<file path="config.mk">
export PLATFORM = sky130hd
export DESIGN_NAME = apb_slave_mem
export DESIGN_NICKNAME = d
export VERILOG_FILES = /design/src/rtl/apb_pkg.sv /design/src/rtl/apb_mem_array.sv /design/src/rtl/apb_slave_mem.sv
export SDC_FILE = /design/constraint.sdc
export NUM_CORES = 1
export LEC_CHECK = 0
export BUFFER_PORTS_ARGS = -buffer_cell sky130_fd_sc_hd__buf_2
export CAP_MARGIN = 20
export CORE_ASPECT_RATIO = 0.9
export CORE_MARGIN = 1.5
export CORE_UTILIZATION = 52
export DETAILED_ROUTE_END_ITERATION = 10
export PLACE_DENSITY = 0.73
export SETUP_SLACK_MARGIN = 0.2
export SYNTH_ARGS = -nofsm -noshare
export SYNTH_HDL_FRONTEND = slang
export SYNTH_HIERARCHICAL = 1
export SYNTH_SLANG_ARGS = --single-unit
export TNS_END_PERCENT = 100
</file>
<file path="constraint.sdc">
create_clock -name CLK -period 2.6 [get_ports CLK]
set_clock_uncertainty 0.2 [all_clocks]
set_input_delay 0.13 -clock CLK [delete_from_list [all_inputs] [get_ports CLK]]
set_output_delay 0.13 -clock CLK [all_outputs]
set_load 0.005 [all_outputs]
</file>
<file path="src/rtl/apb_pkg.sv">
// Definitions shared between the APB master and its completers.
package apb_pkg;

  typedef enum logic [1:0] {
    IDLE,
    WAIT,
    RESP
  } apb_state_e;

  localparam int unsigned APB_ADDR_W   = 8;
  localparam int unsigned APB_DATA_W   = 8;
  localparam int unsigned APB_MAX_WAIT = 15;
  // Wide enough to hold APB_MAX_WAIT.
  localparam int unsigned APB_CNT_W    = 4;

endpackage

</file>
<file path="src/rtl/apb_mem_array.sv">
// Byte-wide storage array: synchronous clear, one write port, one combinational read port.
// Out-of-range addresses never alias: writes are dropped and reads return zero.
module apb_mem_array import apb_pkg::*; #(
  parameter int unsigned ADDR_W = APB_ADDR_W,
  parameter int unsigned DATA_W = APB_DATA_W,
  parameter int unsigned DEPTH  = 64
) (
  input  logic              clk_i,
  input  logic              rst_ni,
  input  logic              we_i,
  input  logic [ADDR_W-1:0] waddr_i,
  input  logic [DATA_W-1:0] wdata_i,
  input  logic [ADDR_W-1:0] raddr_i,
  output logic [DATA_W-1:0] rdata_o
);

  localparam int unsigned IdxW = (DEPTH > 1) ? $clog2(DEPTH) : 1;
  localparam logic [ADDR_W:0] DepthLim = (ADDR_W + 1)'(DEPTH);

  logic [DATA_W-1:0] mem_q [DEPTH];
  logic [DATA_W-1:0] mem_d [DEPTH];
  logic [IdxW-1:0]   widx;
  logic [IdxW-1:0]   ridx;
  logic              waddr_ok;
  logic              raddr_ok;

  assign widx     = waddr_i[IdxW-1:0];
  assign ridx     = raddr_i[IdxW-1:0];
  assign waddr_ok = ({1'b0, waddr_i} < DepthLim);
  assign raddr_ok = ({1'b0, raddr_i} < DepthLim);

  // Next array contents: one optional byte update.
  always_comb begin
    mem_d = mem_q;
    if (we_i && waddr_ok) begin
      mem_d[widx] = wdata_i;
    end
  end

  // Array storage with synchronous clear.
  always_ff @(posedge clk_i) begin
    if (!rst_ni) begin
      for (int unsigned i = 0; i < DEPTH; i++) begin
        mem_q[i] <= '0;
      end
    end else begin
      mem_q <= mem_d;
    end
  end

  assign rdata_o = raddr_ok ? mem_q[ridx] : '0;

endmodule

</file>
<file path="src/rtl/apb_slave_mem.sv">
// APB completer in front of a byte array: latched setup, programmable wait states,
// registered outputs and PSLVERR on addresses at or beyond DEPTH.
module apb_slave_mem import apb_pkg::*; #(
  parameter int unsigned ADDR_W      = APB_ADDR_W,
  parameter int unsigned DATA_W      = APB_DATA_W,
  parameter int unsigned DEPTH       = 64,
  parameter int unsigned WAIT_CYCLES = 1
) (
  input  logic              CLK,
  input  logic              RST_N,
  input  logic              PSEL,
  input  logic              PEN,
  input  logic              PWRITE,
  input  logic [ADDR_W-1:0] PADDR,
  input  logic [DATA_W-1:0] PWDATA,
  output logic              PREADY,
  output logic [DATA_W-1:0] PRDATA,
  output logic              PSLVERR
);

  localparam logic [APB_CNT_W-1:0] WaitCnt  = APB_CNT_W'(WAIT_CYCLES);
  localparam logic [APB_CNT_W-1:0] CntOne   = APB_CNT_W'(1);
  localparam logic [ADDR_W:0]      DepthLim = (ADDR_W + 1)'(DEPTH);

  apb_state_e          state_q, state_d;
  logic [APB_CNT_W-1:0] cnt_q, cnt_d;
  logic [ADDR_W-1:0]   addr_q, addr_d;
  logic                write_q, write_d;
  logic [DATA_W-1:0]   wdata_q, wdata_d;
  logic                err_q, err_d;
  logic                pready_q, pready_d;
  logic [DATA_W-1:0]   prdata_q, prdata_d;
  logic                pslverr_q, pslverr_d;

  logic                mem_we;
  logic [ADDR_W-1:0]   rd_addr;
  logic [DATA_W-1:0]   rd_data;
  logic                setup_err;
  logic                go_resp;
  logic                acc_write;
  logic                acc_err;

  assign setup_err = ({1'b0, PADDR} >= DepthLim);

  apb_mem_array #(
    .ADDR_W (ADDR_W),
    .DATA_W (DATA_W),
    .DEPTH  (DEPTH)
  ) u_mem (
    .clk_i   (CLK),
    .rst_ni  (RST_N),
    .we_i    (mem_we),
    .waddr_i (addr_q),
    .wdata_i (wdata_q),
    .raddr_i (rd_addr),
    .rdata_o (rd_data)
  );

  // Handshake FSM next state, latched transfer fields and next registered outputs.
  always_comb begin
    state_d   = state_q;
    cnt_d     = cnt_q;
    addr_d    = addr_q;
    write_d   = write_q;
    wdata_d   = wdata_q;
    err_d     = err_q;
    pready_d  = 1'b0;
    pslverr_d = 1'b0;
    prdata_d  = '0;
    mem_we    = 1'b0;
    rd_addr   = addr_q;
    acc_write = write_q;
    acc_err   = err_q;
    go_resp   = 1'b0;

    unique case (state_q)
      IDLE: begin
        // PEN without a preceding setup phase is ignored.
        if (PSEL && !PEN) begin
          addr_d  = PADDR;
          write_d = PWRITE;
          wdata_d = PWDATA;
          err_d   = setup_err;
          cnt_d   = WaitCnt;
          if (WaitCnt == '0) begin
            // Zero-wait: response is loaded on the setup edge, so use the live bus.
            go_resp   = 1'b1;
            rd_addr   = PADDR;
            acc_write = PWRITE;
            acc_err   = setup_err;
          end else begin
            state_d = WAIT;
          end
        end
      end
      WAIT: begin
        if (!PSEL) begin
          state_d = IDLE;
          cnt_d   = '0;
        end else if (PEN) begin
          cnt_d = cnt_q - 1'b1;
          if (cnt_q == CntOne) begin
            go_resp = 1'b1;
          end
        end
      end
      RESP: begin
        // Commit the write on the edge that closes the completing cycle.
        mem_we  = write_q && !err_q;
        state_d = IDLE;
        cnt_d   = '0;
      end
      default: begin
        state_d = IDLE;
      end
    endcase

    if (go_resp) begin
      state_d   = RESP;
      pready_d  = 1'b1;
      pslverr_d = acc_err;
      prdata_d  = (!acc_write && !acc_err) ? rd_data : '0;
    end
  end

  // State and output registers with synchronous active-low reset.
  always_ff @(posedge CLK) begin
    if (!RST_N) begin
      state_q   <= IDLE;
      cnt_q     <= '0;
      addr_q    <= '0;
      write_q   <= 1'b0;
      wdata_q   <= '0;
      err_q     <= 1'b0;
      pready_q  <= 1'b0;
      prdata_q  <= '0;
      pslverr_q <= 1'b0;
    end else begin
      state_q   <= state_d;
      cnt_q     <= cnt_d;
      addr_q    <= addr_d;
      write_q   <= write_d;
      wdata_q   <= wdata_d;
      err_q     <= err_d;
      pready_q  <= pready_d;
      prdata_q  <= prdata_d;
      pslverr_q <= pslverr_d;
    end
  end

  assign PREADY  = pready_q;
  assign PRDATA  = prdata_q;
  assign PSLVERR = pslverr_q;

endmodule

</file>
==> reports/qor.tcl <==
set qor(drcViolationCount) 0
set qor(syn-num-nets) 2734
set qor(worst_setup_path_start_kind) {flop}
set qor(cts_made_buffers) 57
set qor(portBuffers) 30
set qor(postSynthAreaPerCell_um2) 9.36
set qor(die_w_um) 236
set qor(timing.setup.tns_ns) -0.0108
set qor(grt_first_pass_wirelength_mm) 121
set qor(worst_setup_path_end_kind) {flop}
set qor(critical_path_cell_count) 7
set qor(power_density_nw_per_um2) 546
set qor(grt_pass1_vias) 21000
set qor(gr-total-overflow) 0
set qor(vdd_drop_max_mv) 0.658
set qor(dr.first_iter.drc_count) 2721
set qor(timing.critical_path.required_ns) 2.88
set qor(ctsRootBufferMaster) {sky130_fd_sc_hd__clkbuf_16}
set qor(clk_pin_slew_worst_paths_ns) 0.06
set qor(leakagePower_nw) 10.3
set qor(rows) 76
set qor(die_height_um) 212
set qor(maxClockFrequency_mhz) 383
set qor(async_flop_share_pct) 0
set qor(totalPowerFinal_mw) 17.8
set qor(most_common_cell_after_layout_fill_and_taps_aside) {sky130_fd_sc_hd__dfxtp_1}
set qor(routed_wirelength_mm) 83.7
set qor(critPathTopFamily) {multiplexers}
set qor(cts_buffer_depth) 3
set qor(number_of_iterations_in_the_first_detailed_routing_pass) 8
set qor(via_per_inst) 6.42
set qor(crit_path_max_incr_delay_ns) 0.56
set qor(crit_type) {flop to flop}
set qor(antenna_cells_inserted) 0
set qor(crit_path_top_delay_cell) {sky130_fd_sc_hd__mux4_2}
set qor(fraction_of_final_layout_cells_with_drive_strength_greater_than_1_pct) 29.1
set qor(hp-class) {primary input to flop}
set qor(synthCells) 2707
set qor(detailed_place.area_um2) 27000
set qor(worstPathCellList) {buf_6, buf_12, mux4_2, mux4_2, nor2b_2, o22ai_1, and2_4}
set qor(period_share_pct) 100
set qor(grt_max_degree) 216
set qor(htreeDepth) 2
set qor(setup_viol) 1
set qor(drv_cap) 0
set qor(critical_path.max_fanout) 6
set qor(final_antenna_net_count) 0
set qor(min_clock_period_post_route_ns) 2.61
set qor(synth_seq_cells) 546
set qor(core_region_area_um2) 47900
set qor(yosysSeqAreaShare_pct) 43.2
set qor(hold_path_depth) 4
set qor(synth.yosys.warnings) 6
set qor(fin_cells) 3489
set qor(placedCellCount) 3254
set qor(fillerInstances) 3365
set qor(edff_count_synth) 0
set qor(dominantRegCellSynth) {sky130_fd_sc_hd__dfxtp_1}
set qor(tritoncts_clock_tree) {built}
set qor(clkLatencyLatePin_ns) 0.63
set qor(half_perimeter_wire_length_of_the_detailed_placement_result_mm) 47.3
set qor(violations_in_the_final_reports) {setup timing}
set qor(starting_density_of_the_core_pct) 52.8
set qor(finalWeightedCongestion) 0.879
set qor(crit_path_top_cell_by_count) {sky130_fd_sc_hd__mux4_2}
set qor(hold_violations) 0
set qor(globalRouteTotalUtil_pct) 30.9
set qor(rr_worst_depth) 7
set qor(rsz_0062_raised_after_global_routing) {true}
set qor(antenna_found_initial) 3
set qor(synth.distinct_cells) 56
set qor(flow.area_growth_from_synthesis_pct) 28.6
set qor(design_area_um2) 32600
set qor(timing.critical_path.arrival_ns) 2.90
set qor(routedWlPerCell_um) 24.0
set qor(relSlewSlack_pct) 39.2
set qor(run_status) {complete, but fails checks}
set qor(most-common-layout-cells) {530 x sky130_fd_sc_hd__dfxtp_1, 397 x sky130_fd_sc_hd__nand2_1, 308 x sky130_fd_sc_hd__nand3_1}
set qor(finalWorstSetupSlack_ns) -0.0108
set qor(timing_max_transition_violations_final) 0
set qor(cts_num_sinks) 546
set qor(ios) 31
set qor(timing.critical_path.buf_inv) 2
set qor(final_core_util_pct) 68.0
set qor(actual_slew_at_the_worst_max_slew_pin_ns) 0.911
set qor(die_area_um2) 50000
set qor(dr_total_vias) 22400
set qor(layout.nets) 2848
set qor(mappedNetlistArea_um2) 25300
worst register-to-register path: cells and delay by family (launching register included):
family / cells / cell delay, ns
compound gates: 1 / 0.11
buf+inv: 2 / 0.25
flops: 1 / 0.45
mux: 2 / 1.07
simple gates: 2 / 0.39
synthesized netlist by cell type, types with 24 or more instances:
library cell,number,area [um2]
sky130_fd_sc_hd__dfxtp_1,546,10900
sky130_fd_sc_hd__nand2_1,498,1870
sky130_fd_sc_hd__a21boi_0,415,3120
sky130_fd_sc_hd__nand3_1,389,1950
sky130_fd_sc_hd__clkbuf_1,205,769
sky130_fd_sc_hd__mux4_2,131,2950
sky130_fd_sc_hd__nor2b_1,129,807
sky130_fd_sc_hd__mux2i_1,125,1250
sky130_fd_sc_hd__nor2_1,35,131
sky130_fd_sc_hd__buf_2,26,130
sky130_fd_sc_hd__nor3_1,24,120
sky130_fd_sc_hd__o21ai_0,24,120
worst paths after layout:
check | from | end | slack, ns
hold reg to reg | u_mem/mem_q[503] | u_mem/mem_q[503] | 0.25
hold / removal | PADDR[4] | addr_q[4] | 0.19
setup reg to reg | addr_q[0] | PRDATA[6] | -0.01
setup / recovery | addr_q[0] | PRDATA[6] | -0.01
timing repair:
| action | in CTS | in global routing |
|---|---|---|
| hold buffers | 36 | 0 |
| buffers inserted | 27 | 46 |
| cloned | 9 | 14 |
| endpoints found under the setup margin | 449 | 460 |
| gates resized for setup | 196 | 442 |
| hold endpoints to repair | 104 | 0 |
| pin swaps | 39 | 171 |
metal layers:
| layer | share of wire, % | global-route usage, % |
|---|---|---|
| met4 | 4.8 | 13.9 |
| met3 | 9.7 | 6.50 |
| met1 | 40 | 40.8 |
| met5 | 0.017 | 0 |
| met2 | 46 | 48.9 |
power breakdown:
part / switching (mW) / internal, mW / leakage, nW
Clock: 3.46 / 4.60 / 0.898
Sequential: 0.0544 / 8.38 / 4.41
Combinational: 0.747 / 0.541 / 4.98
Total: 4.26 / 13.5 / 10.3
cells by family (layout without fill, tap and decap cells):
logic type               after synthesis  after routing  share of synthesized area [%]
buffers and inverters                263            421                           4.09
AO/OA/AOI/OAI                        501            501                           14.7
multiplexers                         261            261                           16.8
flip-flops                           546            546                           43.2
adder cells (fa/ha/maj)                6              6                          0.296
AND/OR/NAND/NOR                     1130           1130                           20.9
registers in the layout (all words and copies together), names as in the netlist, 2 cells and up:
name / flops
state_q: 2
u_mem/mem_q: 512
addr_q: 8
cnt_q: 4
wdata_q: 8
PRDATA: 8
final cells by class:
class	instances	area, um2	share of cell area [%]
inverter	6	22.5	0.0691
multi-input combinational	1898	15100	46.5
tap	624	781	2.40
clock inverter	19	165	0.507
sequential	546	11000	33.7
clock buffer	84	1660	5.09
timing repair buffer	312	3840	11.8
stage by stage:
stage	hold WS, ns	setup slack, ns
detailed placement	0.180	-0.0654
CTS	0.153	0.0679
finish	0.190	-0.0108
floorplan	0.0648	-0.0208
global placement	0.175	-0.0107
global route	0.177	-0.0405
Note: power is estimated with default switching activity, not from simulation.
